`src/rtl/ifetch_unit_if.sv`:
```
// Instruction-fetch bus: memory-controller request/response plus the decoder hand-off.
// master = fetch unit, slave = controller/decoder side.
interface ifetch_unit_if #(
  parameter int ADDR_WIDTH = 32,
  parameter int INST_WIDTH = 32
);
  logic                  if2ctrl_en;
  logic [ADDR_WIDTH-1:0] next_PC;
  logic                  inst_rdy;
  logic [INST_WIDTH-1:0] inst_out;

  logic                  if2dec_en;
  logic [INST_WIDTH-1:0] if2dec_inst;
  logic [ADDR_WIDTH-1:0] if2dec_PC;
  logic                  if2dec_is_c;
  logic                  if2dec_pred_taken;
  logic [ADDR_WIDTH-1:0] if2dec_pred_PC;

  modport master (
    output if2ctrl_en, next_PC,
    input  inst_rdy, inst_out,
    output if2dec_en, if2dec_inst, if2dec_PC, if2dec_is_c,
           if2dec_pred_taken, if2dec_pred_PC
  );

  modport slave (
    input  if2ctrl_en, next_PC,
    output inst_rdy, inst_out,
    input  if2dec_en, if2dec_inst, if2dec_PC, if2dec_is_c,
           if2dec_pred_taken, if2dec_pred_PC
  );
endinterface

```
`src/rtl/ifetch_unit.sv`:
```
// Instruction fetch unit: one outstanding request, RVC-aware PC stepping, flush redirect.
// Define IF_PREDICT_EN for static prediction (JAL/C.J taken, backward branches taken).
module ifetch_unit #(
  parameter int                    ADDR_WIDTH = 32,
  parameter int                    INST_WIDTH = 32,
  parameter logic [ADDR_WIDTH-1:0] RESET_PC   = '0
) (
  input  logic                  clk,
  input  logic                  rst_in,
  input  logic                  rdy_in,
  input  logic                  flush,
  input  logic [ADDR_WIDTH-1:0] flush_PC,
  input  logic                  iq_full,
  ifetch_unit_if.master         bus
);

  typedef enum logic {IDLE, WAIT} state_t;

  typedef struct packed {
    logic                  vld;
    logic [INST_WIDTH-1:0] inst;
    logic [ADDR_WIDTH-1:0] pc;
    logic                  is_c;
    logic                  taken;
    logic [ADDR_WIDTH-1:0] pred_pc;
  } dec_t;

  state_t                state;
  logic [ADDR_WIDTH-1:0] pc;
  logic                  req;
  dec_t                  dec;

  logic [INST_WIDTH-1:0] rsp;
  logic                  rsp_is_c;
  logic [ADDR_WIDTH-1:0] seq_pc;
  logic                  pred_taken;
  logic [ADDR_WIDTH-1:0] pred_pc;

  assign rsp      = bus.inst_out;
  assign rsp_is_c = (rsp[1:0] != 2'b11);
  assign seq_pc   = pc + (rsp_is_c ? ADDR_WIDTH'(2) : ADDR_WIDTH'(4));

`ifdef IF_PREDICT_EN
  logic [31:0] j_imm, b_imm, cj_imm, cb_imm;

  assign j_imm  = {{12{rsp[31]}}, rsp[19:12], rsp[20], rsp[30:21], 1'b0};
  assign b_imm  = {{20{rsp[31]}}, rsp[7], rsp[30:25], rsp[11:8], 1'b0};
  assign cj_imm = {{21{rsp[12]}}, rsp[8], rsp[10:9], rsp[6], rsp[7], rsp[2],
                   rsp[11], rsp[5:3], 1'b0};
  assign cb_imm = {{24{rsp[12]}}, rsp[6:5], rsp[2], rsp[11:10], rsp[4:3], 1'b0};

  // Only direct-target control flow is predicted; register-indirect jumps fall through.
  always_comb begin
    pred_taken = 1'b0;
    pred_pc    = seq_pc;
    if (!rsp_is_c) begin
      case (rsp[6:0])
        7'b1101111: begin
          pred_taken = 1'b1;
          pred_pc    = pc + ADDR_WIDTH'(j_imm);
        end
        7'b1100011: if (b_imm[31]) begin
          pred_taken = 1'b1;
          pred_pc    = pc + ADDR_WIDTH'(b_imm);
        end
        default: ;
      endcase
    end else if (rsp[1:0] == 2'b01) begin
      case (rsp[15:13])
        3'b001, 3'b101: begin
          pred_taken = 1'b1;
          pred_pc    = pc + ADDR_WIDTH'(cj_imm);
        end
        3'b110, 3'b111: if (cb_imm[31]) begin
          pred_taken = 1'b1;
          pred_pc    = pc + ADDR_WIDTH'(cb_imm);
        end
        default: ;
      endcase
    end
  end
`else
  assign pred_taken = 1'b0;
  assign pred_pc    = seq_pc;
`endif

  always_ff @(posedge clk) begin
    if (rst_in) begin
      state <= IDLE;
      pc    <= RESET_PC;
      req   <= 1'b0;
      dec   <= '0;
    end else if (rdy_in) begin
      dec.vld <= 1'b0;
      if (flush) begin
        // Redirect wins over a same-cycle response, which is dropped.
        pc    <= flush_PC;
        state <= IDLE;
        req   <= 1'b0;
      end else begin
        case (state)
          IDLE: if (!iq_full) begin
            state <= WAIT;
            req   <= 1'b1;
          end
          WAIT: if (bus.inst_rdy) begin
            dec.vld     <= 1'b1;
            dec.inst    <= rsp_is_c ? {{(INST_WIDTH-16){1'b0}}, rsp[15:0]} : rsp;
            dec.pc      <= pc;
            dec.is_c    <= rsp_is_c;
            dec.taken   <= pred_taken;
            dec.pred_pc <= pred_pc;
            pc          <= pred_pc;
            state       <= IDLE;
            req         <= 1'b0;
          end
          default: state <= IDLE;
        endcase
      end
    end
  end

  assign bus.if2ctrl_en        = req;
  assign bus.next_PC           = pc;
  assign bus.if2dec_en         = dec.vld;
  assign bus.if2dec_inst       = dec.inst;
  assign bus.if2dec_PC         = dec.pc;
  assign bus.if2dec_is_c       = dec.is_c;
  assign bus.if2dec_pred_taken = dec.taken;
  assign bus.if2dec_pred_PC    = dec.pred_pc;

endmodule
```
`src/flat_wrapper.sv`:
```
// flat-port wrapper written by rule: the top's interface ports become plain ports
module ifetch_unit_flat 
#(
  parameter int                    ADDR_WIDTH = 32,
  parameter int                    INST_WIDTH = 32,
  parameter logic [ADDR_WIDTH-1:0] RESET_PC   = '0
)
  (clk, rst_in, rdy_in, flush, flush_PC, iq_full, bus_if2ctrl_en, bus_next_PC, bus_inst_rdy, bus_inst_out, bus_if2dec_en, bus_if2dec_inst, bus_if2dec_PC, bus_if2dec_is_c, bus_if2dec_pred_taken, bus_if2dec_pred_PC);
  ifetch_unit_if #(.ADDR_WIDTH(ADDR_WIDTH), .INST_WIDTH(INST_WIDTH)) bus_i ();
  input  logic clk;
  input  logic rst_in;
  input  logic rdy_in;
  input  logic flush;
  input  logic [ADDR_WIDTH-1:0] flush_PC;
  input  logic iq_full;
  output wire logic [$bits(bus_i.if2ctrl_en)-1:0] bus_if2ctrl_en;
  output wire logic [$bits(bus_i.next_PC)-1:0] bus_next_PC;
  input wire logic [$bits(bus_i.inst_rdy)-1:0] bus_inst_rdy;
  input wire logic [$bits(bus_i.inst_out)-1:0] bus_inst_out;
  output wire logic [$bits(bus_i.if2dec_en)-1:0] bus_if2dec_en;
  output wire logic [$bits(bus_i.if2dec_inst)-1:0] bus_if2dec_inst;
  output wire logic [$bits(bus_i.if2dec_PC)-1:0] bus_if2dec_PC;
  output wire logic [$bits(bus_i.if2dec_is_c)-1:0] bus_if2dec_is_c;
  output wire logic [$bits(bus_i.if2dec_pred_taken)-1:0] bus_if2dec_pred_taken;
  output wire logic [$bits(bus_i.if2dec_pred_PC)-1:0] bus_if2dec_pred_PC;
  assign bus_if2ctrl_en = bus_i.if2ctrl_en;
  assign bus_next_PC = bus_i.next_PC;
  assign bus_i.inst_rdy = bus_inst_rdy;
  assign bus_i.inst_out = bus_inst_out;
  assign bus_if2dec_en = bus_i.if2dec_en;
  assign bus_if2dec_inst = bus_i.if2dec_inst;
  assign bus_if2dec_PC = bus_i.if2dec_PC;
  assign bus_if2dec_is_c = bus_i.if2dec_is_c;
  assign bus_if2dec_pred_taken = bus_i.if2dec_pred_taken;
  assign bus_if2dec_pred_PC = bus_i.if2dec_pred_PC;
  ifetch_unit #(.ADDR_WIDTH(ADDR_WIDTH), .INST_WIDTH(INST_WIDTH), .RESET_PC(RESET_PC)) u_core (.clk(clk), .rst_in(rst_in), .rdy_in(rdy_in), .flush(flush), .flush_PC(flush_PC), .iq_full(iq_full), .bus(bus_i));
endmodule
```
`config.mk`:
```
export PLATFORM = sky130hd
export DESIGN_NAME = ifetch_unit_flat
export DESIGN_NICKNAME = d
export VERILOG_FILES = /design/src/rtl/ifetch_unit_if.sv /design/src/rtl/ifetch_unit.sv /design/src/flat_wrapper.sv
export SDC_FILE = /design/constraint.sdc
export NUM_CORES = 1
export LEC_CHECK = 0
export ABC_AREA = 1
export BUFFER_PORTS_ARGS = -buffer_cell sky130_fd_sc_hd__buf_4
export CAP_MARGIN = 40
export CORE_ASPECT_RATIO = 0.9
export CORE_UTILIZATION = 51
export DETAILED_ROUTE_END_ITERATION = 8
export PLACE_DENSITY = 0.81
export SYNTH_ARGS = -nofsm -noshare
export SYNTH_HDL_FRONTEND = slang
export SYNTH_SLANG_ARGS = --single-unit
```
`constraint.sdc`:
```
create_clock -name clk -period 1.9 [get_ports clk]
set_clock_uncertainty 0.1 [all_clocks]
set_input_delay 0.285 -clock clk [delete_from_list [all_inputs] [get_ports clk]]
set_output_delay 0.285 -clock clk [all_outputs]
set_load 0.02 [all_outputs]
```
# After elaboration in Yosys (flattened, before gate mapping)
# Index checks and enable logic that the tools add are counted.
dict set report op_classes {
  n_addsub 1
  n_mux 16
  eq_ne 3
  bitwise_logic 2
  n_lt_le_gt_ge 0
  shifts 0
  n_mul 0
  n_reduce_logical 5
  div_mod_pow 0
}
# cell count
set op_table {}
lappend op_table {{99-bit 2-to-1 mux} 3}
lappend op_table {{32-bit 2-to-1 mux} 4}
lappend op_table {{32-bit adder} 1}
lappend op_table {{1-bit 2-to-1 mux} 6}
lappend op_table {{3-bit inequality test, second input constant} 2}
lappend op_table {{3-bit AND reduction} 2}
lappend op_table {{1-bit case mux with 2 select lines} 2}
lappend op_table {{4-bit AND reduction} 1}
lappend op_table {{2-bit nonzero test} 2}
lappend op_table {{3-bit 2-to-1 mux} 1}
lappend op_table {{2-bit inequality test, second input constant} 1}
lappend op_table {{1-bit inverter} 2}
dict set report totals {
  romBits 0
  latchBits 0
  n_memories 0
  regBits 132
  ramBits 0
}

# Longest topological paths before layout
# Gate-level depths: netlist of the first run.
dict set report depth {
  word_depth 6
  depth_mapped 13
  depth_no_buf 13
}

# Least setup slack after synthesis of the first run
# OpenSTA, ideal clock, no wires.
dict set report synth_path {
  path_type {register to register}
  from {reg u_core.pc[2], in the netlist u_core.bus.next_PC[2]}
  to {reg u_core.dec (netlist bit u_core.bus.if2dec_pred_PC[31])}
  t_required_ns 1.687
  n_path_buf 0
  arrival_time_ns 1.494
  setup_ns 0.113
  setup_slack_ns 0.193
  path_stages_with_launch 12
  cell_sequence {dfxtp_1 -> xor2_1 -> inv_1 -> ha_1 -> inv_1 -> nand2_4 -> nand2_2 -> nor2_2 -> nand3_1 -> nand3_1 -> o21ai_1 -> inv_1}
}
dict set report synth_between {
  elab_chain_len 1
}
# element line
set synth_lines {}
lappend synth_lines {{from (decl)} ifetch_unit.sv:29} ;# logic [ADDR_WIDTH-1:0] pc;
lappend synth_lines {{from (signal assigned)} ifetch_unit.sv:97} ;# pc <= flush_PC;
lappend synth_lines {{from (signal assigned)} ifetch_unit.sv:113} ;# pc <= pred_pc;
lappend synth_lines {{32-bit adder} ifetch_unit.sv:41} ;# assign seq_pc = pc + (rsp_is_c ? ADDR_WIDTH'(2) : ADDR_WIDTH'(4));
lappend synth_lines {{to (decl)} ifetch_unit.sv:31} ;# dec_t dec;
# No other way between the ends.
# A chain may end at the register's enable or synchronous reset.

# Worst setup path in the final report of the first run
dict set report layout_path {
  from {reg u_core.pc[2], in the netlist u_core.bus.next_PC[2]}
  to {reg u_core.dec (netlist bit u_core.bus.if2dec_pred_PC[17])}
}
# Same word-level chain as after synthesis.

==> run summary, run 1 <==
Root Buffer Master -> clkbuf_16
total wire length after detailed routing -> 18700 um
clock period minus final worst setup slack -> 1.75 ns
total overflow reported by the global router -> 0
top layer in use -> met4
number of sinks handled by clock tree synthesis -> 131
number of top-level pins -> 202
area growth from synthesis to final layout -> 42.6%
launch point of the critical path -> u_core.bus.next_PC[2]
Internal -> 5.42 mW
cell type of the slowest stage on the worst timing path -> dfxtp_4
path type of the worst setup path -> reg2reg
number of vias per cell -> 5.24
critical path's most frequent cell -> inv_1
part of the Yosys area used for sequential elements -> 43.8%
core box area -> 11400 um^2
post-CTS clock slew at the launch and capture registers of the worst setup and hold paths -> 0.06 ns
vias in the first global route -> 6065
cell depth of the worst flop-to-flop path -> 10
Skew-Pair Late Insertion Delay -> 0.42 ns
CP peak stage delay -> 0.37 ns
switching component of the power -> 1.62 mW
number of antenna violations at the first check in global routing -> 0
Final Worst Setup Slack -> 0.153 ns
Final Hold Fails -> 0
Tightest Hold Check Type -> in2reg
top fanout value on the critical path -> 7
total nets after synthesis -> 928
number of failing setup endpoints in the final timing report -> 0
Setup WS pre-CTS -> 0.0367 ns
fraction of layout cells with a size suffix above 1 -> 28.0%
Post-CTS Repair Setup Buffers -> 0
synthesized instance count -> 857
Initial DRC Count -> 649
Tcrit/Tclk final -> 92.0%
Reg-to-Reg End -> u_core.bus.if2dec_pred_PC[17]
max cap viols -> 0
starting utilization of the core area -> 52.3%
power share of the combinational group -> 8.2%
CTS tree -> yes
die extent in y -> 105 um
yosys warns -> 0
R2R Setup Slk -> 0.15 ns
post-synthesis average cell area -> 6.98 um^2
number of nets in the finished design -> 1143
combined area of all synthesized cells -> 5980 um^2
routed vias -> 6498
H-Tree Level Count -> 4
clock buffers created by TritonCTS -> 17
run status -> completed
# diodes -> 0
CP Data Required Time -> 2.11 ns
crit path cell chain -> xor2_1, inv_1, ha_1, inv_1, nand2_4, nand3_2, o21ai_0, nand3_1, o211ai_1, inv_1
RSZ-0062 raised after global routing -> no
number of stages on the worst hold path -> 3
die width -> 116 um
Antenna Nets Post-Route -> 0
half-perimeter wire length after detailed placement -> 12700 um
Worst VDD drop -> 738 uV
WL met1 -> 7800 um
part of the power in registers -> 40.4%
maximum number of pins on one net before global-route repair -> 80
clock network power share -> 51.4%
first-pass GRT wire length -> 30000 um
CP Launch Type -> flop
highest attainable clock frequency -> 572 MHz
DR DRC count -> 0
maximum buffer depth of the clock tree -> 2
Cell variety after synth -> 36
total leakage power -> 4.09 nW
Power Density -> 825 nW/um^2
arrival time worst endpoint -> 1.96 ns
Die ar. -> 12200 um^2
max-slew violation total from the final report -> 0
port bufs -> 200
Filler cells -> 905
Sum Neg Setup Slack -> 0 ns
critical register-to-register path startpoint -> u_core.bus.next_PC[2]
post-detailed-route wirelength per cell -> 15.1 um
Total GRT Usage -> 31.7%
Switching Share -> 23.0%
number of core rows -> 37
sum of met2 wire segment lengths after detailed routing -> 8670 um
Yosys reg bits -> 131
CP endpoint kind -> flop
Hold Crit Endpoint -> u_core.bus.if2dec_inst[16]
met3 layer wire length in the routed design -> 1760 um
TritonRoute pass-1 iters -> 5
worst hold path startpoint -> bus_inst_out[16]
routability-driven placement congestion ratio -> 0.963
[layout make-up]
type	instances	area (um^2)	area share (%)
timing repair buffer	245	1930	22.7
tap	156	195	2.29
multi-input combinational	616	2890	33.9
inverter	61	229	2.68
clock inverter	12	206	2.42
sequential	131	2630	30.8
clock buffer	19	443	5.19
[metal layers]
metal | track usage (%) | vias up
met4 | 12.4 | 0
met3 | 8.41 | 45
met2 | 50.7 | 323
li1 | - | 3183
met1 | 40.3 | 2947
met5 | 0 | -
[flip-flops by register name (all words and copies together), names as in the netlist]
signal,flops
u_core.bus.if2ctrl_en,1
u_core.bus.if2dec_PC,31
u_core.bus.if2dec_en,1
u_core.bus.if2dec_inst,32
u_core.bus.if2dec_is_c,1
u_core.bus.if2dec_pred_PC,32
u_core.bus.next_PC,32
u_core.state,1
[power by group through the flow]
stage	Clock, mW	Sequential [mW]	Combinational, mW
2_1_floorplan	0	2.94	0.216
3_3_place_gp	0	2.90	0.543
3_5_place_dp	0	2.90	0.548
4_1_cts	3.63	2.84	0.575
5_1_grt	3.76	2.84	0.628
6_report	3.62	2.84	0.579
[synth_stat cells, drive strengths merged]
cell type | n | area share [%]
nand2 | 231 | 15
o2111a | 1 | 0.19
nor3 | 3 | 0.25
inv | 61 | 3.8
o211ai | 18 | 2.3
conb | 1 | 0.063
a21oi | 59 | 5.0
nand3b | 11 | 1.4
ha | 1 | 0.21
buf | 26 | 2.7
xnor2 | 4 | 0.59
a31o | 1 | 0.15
a22oi | 3 | 0.38
nor2 | 151 | 11
dfxtp | 131 | 44
nand3 | 48 | 4.6
or2 | 1 | 0.10
o21ai | 74 | 6.2
xor2 | 5 | 0.73
clkbuf | 23 | 1.4
nand4 | 1 | 0.10
a31oi | 1 | 0.10
a211oi | 2 | 0.25
[cell usage in the layout (no fill, tap or decap), types with 4 or more instances in the layout]
master / n
dlygate4sd3_1: 13
nor2_2: 11
xor2_1: 5
nand2_1: 223
nand3_1: 43
nand3_2: 4
buf_4: 227
inv_2: 5
nand3b_1: 11
nor2_4: 6
buf_12: 5
clkinvlp_4: 4
bufinv_16: 5
a21oi_1: 58
o21ai_0: 67
o211ai_1: 18
o21ai_1: 7
nor2_1: 133
nand2_2: 7
inv_1: 56
clkbuf_16: 17
dfxtp_1: 127
xnor2_1: 4
[worst max-delay path by stage]
stage,to,slack (ns),cells after the start
3_5_place_dp,u_core.bus.if2dec_pred_PC[23],0.04,13
4_1_cts,u_core.bus.if2dec_pred_PC[23],0.09,11
3_3_place_gp,u_core.bus.if2dec_pred_PC[21],0.10,13
2_1_floorplan,u_core.bus.if2dec_pred_PC[31],0.19,11
5_1_grt,u_core.bus.if2dec_pred_PC[13],0.02,10
6_report,u_core.bus.if2dec_pred_PC[17],0.15,10
[worst max-delay path, delay by kind of cell, from the launching register on]
| kind | cells | cell delay [ns] |
|---|---|---|
| AOI/OAI and AO/OA | 2 | 0.35 |
| xor gates and xnor gates | 1 | 0.16 |
| adders and majority gates | 1 | 0.14 |
| buffers and inverters | 3 | 0.17 |
| DFF | 1 | 0.37 |
| and+or+nand+nor | 3 | 0.37 |
[through the flow]
stage | utilization [%] | instances | area, um^2 | total power, mW | hold WS, ns
after floorplan | - | 857 | 5980 | 3.16 | 0.320
after global placement | 67.6 | 1196 | 7730 | 3.44 | 0.354
after detailed placement | 67.6 | 1196 | 7730 | 3.44 | 0.356
after CTS | 74.5 | 1240 | 8510 | 7.05 | 0.00198
after global routing | 74.6 | 1240 | 8530 | 7.23 | 0.0172
final | 74.6 | 1240 | 8530 | 7.04 | 0.00884
[logic make-up after synthesis]
kind of cell             share of synthesized area, %
flip-flops                                       43.8
buffers and inverters                            7.97
XOR/XNOR                                         1.32
other                                          0.0627
AND/OR/NAND/NOR                                  32.1
AO/OA/AOI/OAI                                    14.5
adder cells (fa/ha/maj)                         0.209
[repair_timing]
item                       in CTS  in global routing
hold buffers                   13                  0
hold endpoints to repair       13                  0
setup endpoints to repair       0                 15
resized for setup               0                  8
No activity file was read; power rests on OpenSTA's default activity.
==> run 2: changes to the inputs <==
--- a/config.mk
+++ b/config.mk
@@ -5,13 +5,13 @@
 export SDC_FILE = /design/constraint.sdc
 export NUM_CORES = 1
 export LEC_CHECK = 0
-export ABC_AREA = 1
+export ABC_AREA = 0
 export BUFFER_PORTS_ARGS = -buffer_cell sky130_fd_sc_hd__buf_4
 export CAP_MARGIN = 40
 export CORE_ASPECT_RATIO = 0.9
-export CORE_UTILIZATION = 51
+export CORE_UTILIZATION = 50
 export DETAILED_ROUTE_END_ITERATION = 8
-export PLACE_DENSITY = 0.81
+export PLACE_DENSITY = 0.8
 export SYNTH_ARGS = -nofsm -noshare
 export SYNTH_HDL_FRONTEND = slang
 export SYNTH_SLANG_ARGS = --single-unit
==> run 2 against run 1 <==
  * The flow now finishes with violations (negative setup slack)
  * Register-to-register slack worse by 0.36 ns
  * Clock power down 6.1%
  * Critical path depth decreased by 1
  * Final area up 0.72%
  * Fmax down 17%
  * Routed wire length grew 5.8%
  * Largest power group unchanged
  * Sequential power barely moved
  * Clock-buffer cell count grew 4
  * Synthesized area down 2.1%
  * Utilization increased by 0.54 points
  * Non-clock buffer count increased by 29
==> run summary, run 2 <==
number of core rows -> 37 (unchanged)
hold slack -> 0.0136 ns (was 0.00884 ns)
Tcrit/Tclk final -> 111% (was 92.0%)
CTS tree -> yes (unchanged)
Die ar. -> 12100 um^2 (was 12200 um^2)
post-detailed-route wirelength per cell -> 17.4 um (was 15.1 um)
starting utilization of the core area -> 51.2% (was 52.3%)
kind of cell adding the most delay to the critical path -> compound AO/OA/AOI/OAI gates (was flip-flops)
relative slew slack -> 56.9%
CP peak stage delay -> 0.40 ns (was 0.37 ns)
fin util -> 75.2% (was 74.6%)
part of the Yosys area used for sequential elements -> 44.8% (was 43.8%)
violated checks -> negative setup slack
Antenna Nets Post-Route -> 0 (unchanged)
cell type of the slowest stage on the worst timing path -> a2111oi_4 (was dfxtp_4)
Root Buffer Master -> clkbuf_16 (unchanged)
Yosys reg bits -> 131 (unchanged)
number of nets in the finished design -> 1034 (was 1143)
# diodes -> 0 (unchanged)
crit path cell chain -> and2_1, ha_2, nand2_2, a2111oi_4, buf_4, buf_6, a31oi_1, o21ai_1, o311ai_1 (was xor2_1, inv_1, ha_1, inv_1, nand2_4, nand3_2, o21ai_0, nand3_1, o211ai_1, inv_1)
share of synthesized flip-flops with an asynchronous set or reset -> 0% (unchanged)
worst hold path startpoint -> flush_PC[19] (was bus_inst_out[16])
Cell variety after synth -> 54 (was 36)
XOR/XNOR Fraction of Synth Area -> 4.04% (was 1.32%)
actual transition at the worst max-transition pin -> 0.646 ns
Final Worst Setup Slack -> -0.208 ns (was 0.153 ns)
fraction of layout cells with a size suffix above 1 -> 35.0% (was 28.0%)
area share of the leading cell type in the synthesized netlist -> 44.8% (was 43.8%)
top cells by area, synth -> dfxtp_1 45%, nand2_1 9.7%, a21oi_1 9.4% (was dfxtp_1 44%, nand2_1 14%, nor2_1 8.5%)
top fanout value on the critical path -> 5 (was 7)
yosys warns -> 0 (unchanged)
commonest non-fill, non-tap cell in the layout -> buf_4 (unchanged)
vias in the first global route -> 6194 (was 6065)
main combinational cell family by area after synthesis -> compound AO/OA/AOI/OAI gates (was simple AND/OR/NAND/NOR gates)
WP buf/inv -> 2 (was 3)
clock period minus final worst setup slack -> 2.11 ns (was 1.75 ns)
die width -> 116 um (about the same)
highest attainable clock frequency -> 474 MHz (was 572 MHz)
die extent in y -> 105 um (about the same)
number of enable flip-flop cells after synthesis -> 0 (unchanged)
portion of netlist area occupied by mux cells -> 0.342% (was 0%)
post-CTS clock slew at the launch and capture registers of the worst setup and hold paths -> 0.06 ns (about the same)
commonest non-fill, non-tap cells in the layout -> 262 x buf_4, 149 x nand2_1, 116 x dfxtp_1 (was 227 x buf_4, 223 x nand2_1, 133 x nor2_1)
CP Data Required Time -> 2.09 ns (was 2.11 ns)
number of sinks handled by clock tree synthesis -> 131 (unchanged)
TritonRoute pass-1 iters -> 6 (was 5)
area growth from synthesis to final layout -> 46.8% (was 42.6%)
Critical Path Stages -> 9 (was 10)
max cap viols -> 0 (unchanged)
launch point of the critical path -> u_core.bus.next_PC[1] (was u_core.bus.next_PC[2])
total wire length after detailed routing -> 19800 um (was 18700 um)
critical register-to-register path startpoint -> u_core.bus.next_PC[1] (was u_core.bus.next_PC[2])
synthesized-area fraction occupied by adder cells -> 0.214% (was 0.209%)
simple-gate share of the synthesized area -> 22.4% (was 32.1%)
Skew-Pair Late Insertion Delay -> 0.42 ns (about the same)
cell depth of the worst flop-to-flop path -> 9 (was 10)
Reg-to-Reg End -> u_core.bus.next_PC[15] (was u_core.bus.if2dec_pred_PC[17])
ys flop type -> dfxtp_1 (unchanged)
overall power -> 6.86 mW (was 7.04 mW)
Tightest Hold Check Type -> in2reg (unchanged)
CP Launch Type -> flop (unchanged)
most numerous cell types in the synthesized netlist -> 151 x nand2_1, 131 x dfxtp_1, 110 x a21oi_1, 45 x o21ai_0, 40 x clkbuf_1 (was 223 x nand2_1, 135 x nor2_1, 131 x dfxtp_1, 67 x o21ai_0, 58 x a21oi_1)
dominant cell by count in the synthesized netlist -> nand2_1 (unchanged)
non-filler cells, final -> 1132 (was 1240)
number of failing setup endpoints in the final timing report -> 14 (was 0)
routability-driven placement congestion ratio -> 0.883 (was 0.963)
total overflow reported by the global router -> 0 (unchanged)
H-Tree Level Count -> 4 (unchanged)
maximum buffer depth of the clock tree -> 2 (unchanged)
synthesized-area fraction occupied by ao, oa, aoi and oai cells -> 22.5% (was 14.5%)
Power Density -> 798 nW/um^2 (was 825 nW/um^2)
Total GRT Usage -> 32.2% (was 31.7%)
RSZ-0062 raised after global routing -> yes (was no)
CP endpoint kind -> flop (unchanged)
Worst VDD drop -> 709 uV (was 738 uV)
total nets after synthesis -> 807 (was 928)
area leader, netlist -> dfxtp_1 (unchanged)
Post-Place Cells -> 1089 (was 1196)
total leakage power -> 3.62 nW (was 4.09 nW)
clock buffers created by TritonCTS -> 17 (unchanged)
Final Hold Fails -> 0 (unchanged)
number of antenna violations at the first check in global routing -> 0 (unchanged)
Initial DRC Count -> 580 (was 649)
capturing instance or port of the critical path -> u_core.bus.next_PC[15] (was u_core.bus.if2dec_pred_PC[17])
max-slew violation total from the final report -> 0 (unchanged)
routed vias -> 6561 (was 6498)
DR DRC count -> 0 (unchanged)
synthesized instance count -> 736 (was 857)
combined area of all synthesized cells -> 5860 um^2 (was 5980 um^2)
core box area -> 11400 um^2 (unchanged)
path type of the worst setup path -> reg2reg (unchanged)
post-synthesis average cell area -> 7.96 um^2 (was 6.98 um^2)
first-pass GRT wire length -> 30500 um (was 30000 um)
maximum number of pins on one net before global-route repair -> 74 (was 80)
number of vias per cell -> 5.80 (was 5.24)
R2R Setup Slk -> -0.21 ns (was 0.15 ns)
half-perimeter wire length after detailed placement -> 13500 um (was 12700 um)
run status -> complete, but fails checks (was completed)
port bufs -> 200 (unchanged)
number of top-level pins -> 202 (unchanged)
arrival time worst endpoint -> 2.30 ns (was 1.96 ns)
run 2: cell types whose count changed after synthesis, sizes merged, moves of 10 or more:
cell,delta
a21oi,+51
and3,+14
clkbuf,+17
inv,-53
nand2,-80
nand3,-16
nand3b,-10
nand4,+11
nor2,-122
o211ai,-18
o21ai,-19
xor2,+13
run 2: timing repair:
| item | in CTS | in global routing |
|---|---|---|
| hold buffers | 6 | 0 |
| cloned | 1 | 0 |
| endpoints found under the hold margin | 6 | 0 |
| buffers inserted | 3 | 1 |
| endpoints found under the setup margin | 14 | 25 |
| pin swaps | 7 | 13 |
| gates resized for setup | 3 | 11 |
run 2: kinds of logic after synthesis:
kind of cell,count (synthesis)
AND/OR/NAND/NOR,276
other,1
adder cells (fa/ha/maj),1
buffers and inverters,74
XOR/XNOR,27
AO/OA/AOI/OAI,224
multiplexers,2
flip-flops,131
run 2: metrics by stage:
stage / setup TNS (ns) / instance area, um^2 / setup slack [ns]
after floorplan: -0.00433 / 5910 / -0.00433
after global placement: -1.85 / 7830 / -0.210
after detailed placement: -2.47 / 7830 / -0.260
after CTS: -1.16 / 8540 / -0.152
after global routing: -2.77 / 8590 / -0.270
final: -1.88 / 8590 / -0.208
run 2: worst min path at each step:
stage                                              end  slack, ns  cells after the start
final                           u_core.bus.next_PC[19]       0.01                      2
after detailed placement  u_core.bus.if2dec_pred_PC[1]       0.34                      2
after global routing            u_core.bus.next_PC[19]       0.01                      2
after floorplan                 u_core.bus.next_PC[21]       0.30                      2
after CTS                       u_core.bus.next_PC[17]      0.005                      3
after global placement      u_core.bus.if2dec_inst[21]       0.34                      2
run 2: routing by layer:
layer | global-route usage [%] | vias up | part of all wire [%]
met2 | 54.8 | 379 | 48
met4 | 13.7 | 0 | 3.3
met5 | 0 | - | 0
met1 | 39.0 | 3090 | 40
met3 | 6.26 | 61 | 7.8
li1 | - | 3031 | -
run 2: power breakdown:
group	total (mW)	internal [mW]	switching (mW)
combinational	0.623	0.285	0.338
clock	3.40	2.20	1.20
sequential	2.83	2.79	0.0407
run 2: final cells by class:
class	count	area, um^2
Clock buffer	23	489
Sequential cell	131	2650
Fill cell	824	2840
Timing Repair Buffer	274	2130
Tap cell	156	195
Multi-Input combinational cell	531	2980
Clock inverter	9	125
Inverter	8	30.0
==> run 3: changes to the inputs <==
==> constraint.sdc (replaced) <==
create_clock -name clk -period 1.9 [get_ports clk]
set_clock_uncertainty 0.1 [all_clocks]
set_input_delay 0.38 -clock clk [delete_from_list [all_inputs] [get_ports clk]]
set_output_delay 0.38 -clock clk [all_outputs]
set_load 0.02 [all_outputs]
==> run 3 against run 2 <==
  * The run still ends with negative setup slack left
  * Worst setup slack improved by 0.16 ns
  * Sequential cell count unchanged
  * Utilization increased by 1.1 points
  * Register-to-register slack improved by 0.16 ns
  * Power increased by 3.4%
  * Fmax increased by 8.1%
  * Global-route usage decreased by 0.091 points
  * Via count increased by 0.15%
  * Critical path type unchanged
  * Largest cell class unchanged
==> run summary, run 3 (synthesis results as in run 2) <==
maximum number of pins on one net before global-route repair -> 57 (was 74)
arrival time worst endpoint -> 2.16 ns (was 2.30 ns)
CP Launch Type -> flop (unchanged)
relative slew slack -> 56.3% (was 56.9%)
path type of the worst setup path -> reg2reg (unchanged)
CTS tree -> yes (unchanged)
Root Buffer Master -> clkbuf_16 (unchanged)
overall power -> 7.09 mW (was 6.86 mW)
Worst VDD drop -> 736 uV (was 709 uV)
Tightest Hold Check Type -> in2reg (unchanged)
die extent in y -> 105 um (unchanged)
number of core rows -> 37 (unchanged)
fraction of layout cells with a size suffix above 1 -> 36.2% (was 35.0%)
Post-Place Cells -> 1100 (was 1089)
non-filler cells, final -> 1138 (was 1132)
number of nets in the finished design -> 1040 (was 1034)
Skew-Pair Late Insertion Delay -> 0.42 ns (about the same)
number of top-level pins -> 202 (unchanged)
DR DRC count -> 0 (unchanged)
actual transition at the worst max-transition pin -> 0.653 ns (was 0.646 ns)
total wire length after detailed routing -> 19700 um (was 19800 um)
area growth from synthesis to final layout -> 48.9% (was 46.8%)
Tcrit/Tclk final -> 103% (was 111%)
Initial DRC Count -> 554 (was 580)
commonest non-fill, non-tap cell in the layout -> buf_4 (unchanged)
die width -> 116 um (unchanged)
Final Worst Setup Slack -> -0.0504 ns (was -0.208 ns)
total overflow reported by the global router -> 0 (unchanged)
clock period minus final worst setup slack -> 1.95 ns (was 2.11 ns)
max-slew violation total from the final report -> 0 (unchanged)
top fanout value on the critical path -> 11 (was 5)
DP Area -> 7970 um^2 (was 7830 um^2)
number of vias per cell -> 5.77 (was 5.80)
Antenna Nets Post-Route -> 0 (unchanged)
maximum buffer depth of the clock tree -> 2 (unchanged)
routability-driven placement congestion ratio -> 0.894 (was 0.883)
first-pass GRT wire length -> 30300 um (was 30500 um)
Power Density -> 813 nW/um^2 (was 798 nW/um^2)
port bufs -> 200 (unchanged)
fin util -> 76.3% (was 75.2%)
H-Tree Level Count -> 4 (unchanged)
post-detailed-route wirelength per cell -> 17.3 um (was 17.4 um)
max cap viols -> 0 (unchanged)
R2R Setup Slk -> -0.05 ns (was -0.21 ns)
Final Hold Fails -> 0 (unchanged)
number of failing setup endpoints in the final timing report -> 7 (was 14)
Total GRT Usage -> 32.1% (was 32.2%)
number of sinks handled by clock tree synthesis -> 131 (unchanged)
RSZ-0062 raised after global routing -> yes (unchanged)
number of antenna violations at the first check in global routing -> 0 (unchanged)
CP Data Required Time -> 2.11 ns (was 2.09 ns)
half-perimeter wire length after detailed placement -> 13600 um (was 13500 um)
starting utilization of the core area -> 51.2% (unchanged)
vias in the first global route -> 6157 (was 6194)
core box area -> 11400 um^2 (unchanged)
Sum Neg Setup Slack -> -0.233 ns (was -1.88 ns)
clock buffers created by TritonCTS -> 17 (unchanged)
commonest non-fill, non-tap cells in the layout -> 273 x buf_4, 148 x nand2_1, 116 x dfxtp_1 (was 262 x buf_4, 149 x nand2_1, 116 x dfxtp_1)
post-route cell area -> 8720 um^2 (was 8590 um^2)
violated checks -> negative setup slack (unchanged)
post-CTS clock slew at the launch and capture registers of the worst setup and hold paths -> 0.06 ns (about the same)
run status -> complete, but fails checks (unchanged)
TritonRoute pass-1 iters -> 8 (was 6)
routed vias -> 6571 (was 6561)
Die ar. -> 12100 um^2 (unchanged)
highest attainable clock frequency -> 513 MHz (was 474 MHz)
CP endpoint kind -> flop (unchanged)
# diodes -> 0 (unchanged)
total leakage power -> 3.70 nW (was 3.62 nW)
run 3: power by group:
part / internal (mW) / switching (mW)
clock network: 2.35 / 1.27
registers: 2.79 / 0.0399
logic: 0.291 / 0.341
total: 5.44 / 1.65
run 3: timing repair:
| item | CTS | global route |
|---|---|---|
| cloned | 0 | 0 |
| hold buffers | 0 | 0 |
| gates resized for setup | 3 | 10 |
| setup endpoints to repair | 7 | 20 |
| buffers inserted | 4 | 2 |
| pin swaps | 2 | 1 |
run 3: metal layers:
| layer | vias up | GRT usage [%] | wire length, um |
|---|---|---|---|
| met5 | - | 0 | 0 |
| met2 | 352 | 53.0 | 9700 |
| met1 | 3103 | 38.4 | 7790 |
| met4 | 0 | 17.4 | 714 |
| met3 | 64 | 6.96 | 1450 |
| li1 | 3052 | - | - |
run 3: worst paths after layout:
path / start / to / depth (start not counted)
setup reg to reg: u_core.bus.next_PC[2] / u_core.bus.next_PC[17] / 8
setup / recovery: u_core.bus.next_PC[2] / u_core.bus.next_PC[17] / 8
hold / removal: flush_PC[21] / u_core.bus.next_PC[21] / 3
hold reg to reg: u_core.bus.if2dec_pred_PC[29] / u_core.bus.if2dec_pred_PC[29] / 2
run 3: area by class of cell:
type,count,area (um^2)
Tap cell,156,195
Fill cell,789,2720
Clock inverter,11,173
Inverter,8,30.0
Timing Repair Buffer,280,2170
Sequential cell,131,2640
Multi-Input combinational cell,531,3020
Clock buffer,21,482
run 3: through the flow:
step | setup WS, ns | hold WS [ns]
after floorplan | -0.00433 | 0.346
after global placement | -0.252 | 0.339
after detailed placement | -0.370 | 0.346
after CTS | -0.0843 | 0.0609
after global routing | -0.122 | 0.0735
final | -0.0504 | 0.0686
run 3: worst max-delay path, stage by stage (launching register included):
cell and delay (ns):
dfxtp_4 0.38, xnor2_4 0.16, ha_4 0.17, nand2_4 0.06, a2111oi_4 0.34, buf_12 0.19
buf_4 0.12, nand3_4 0.07, o311ai_1 0.25
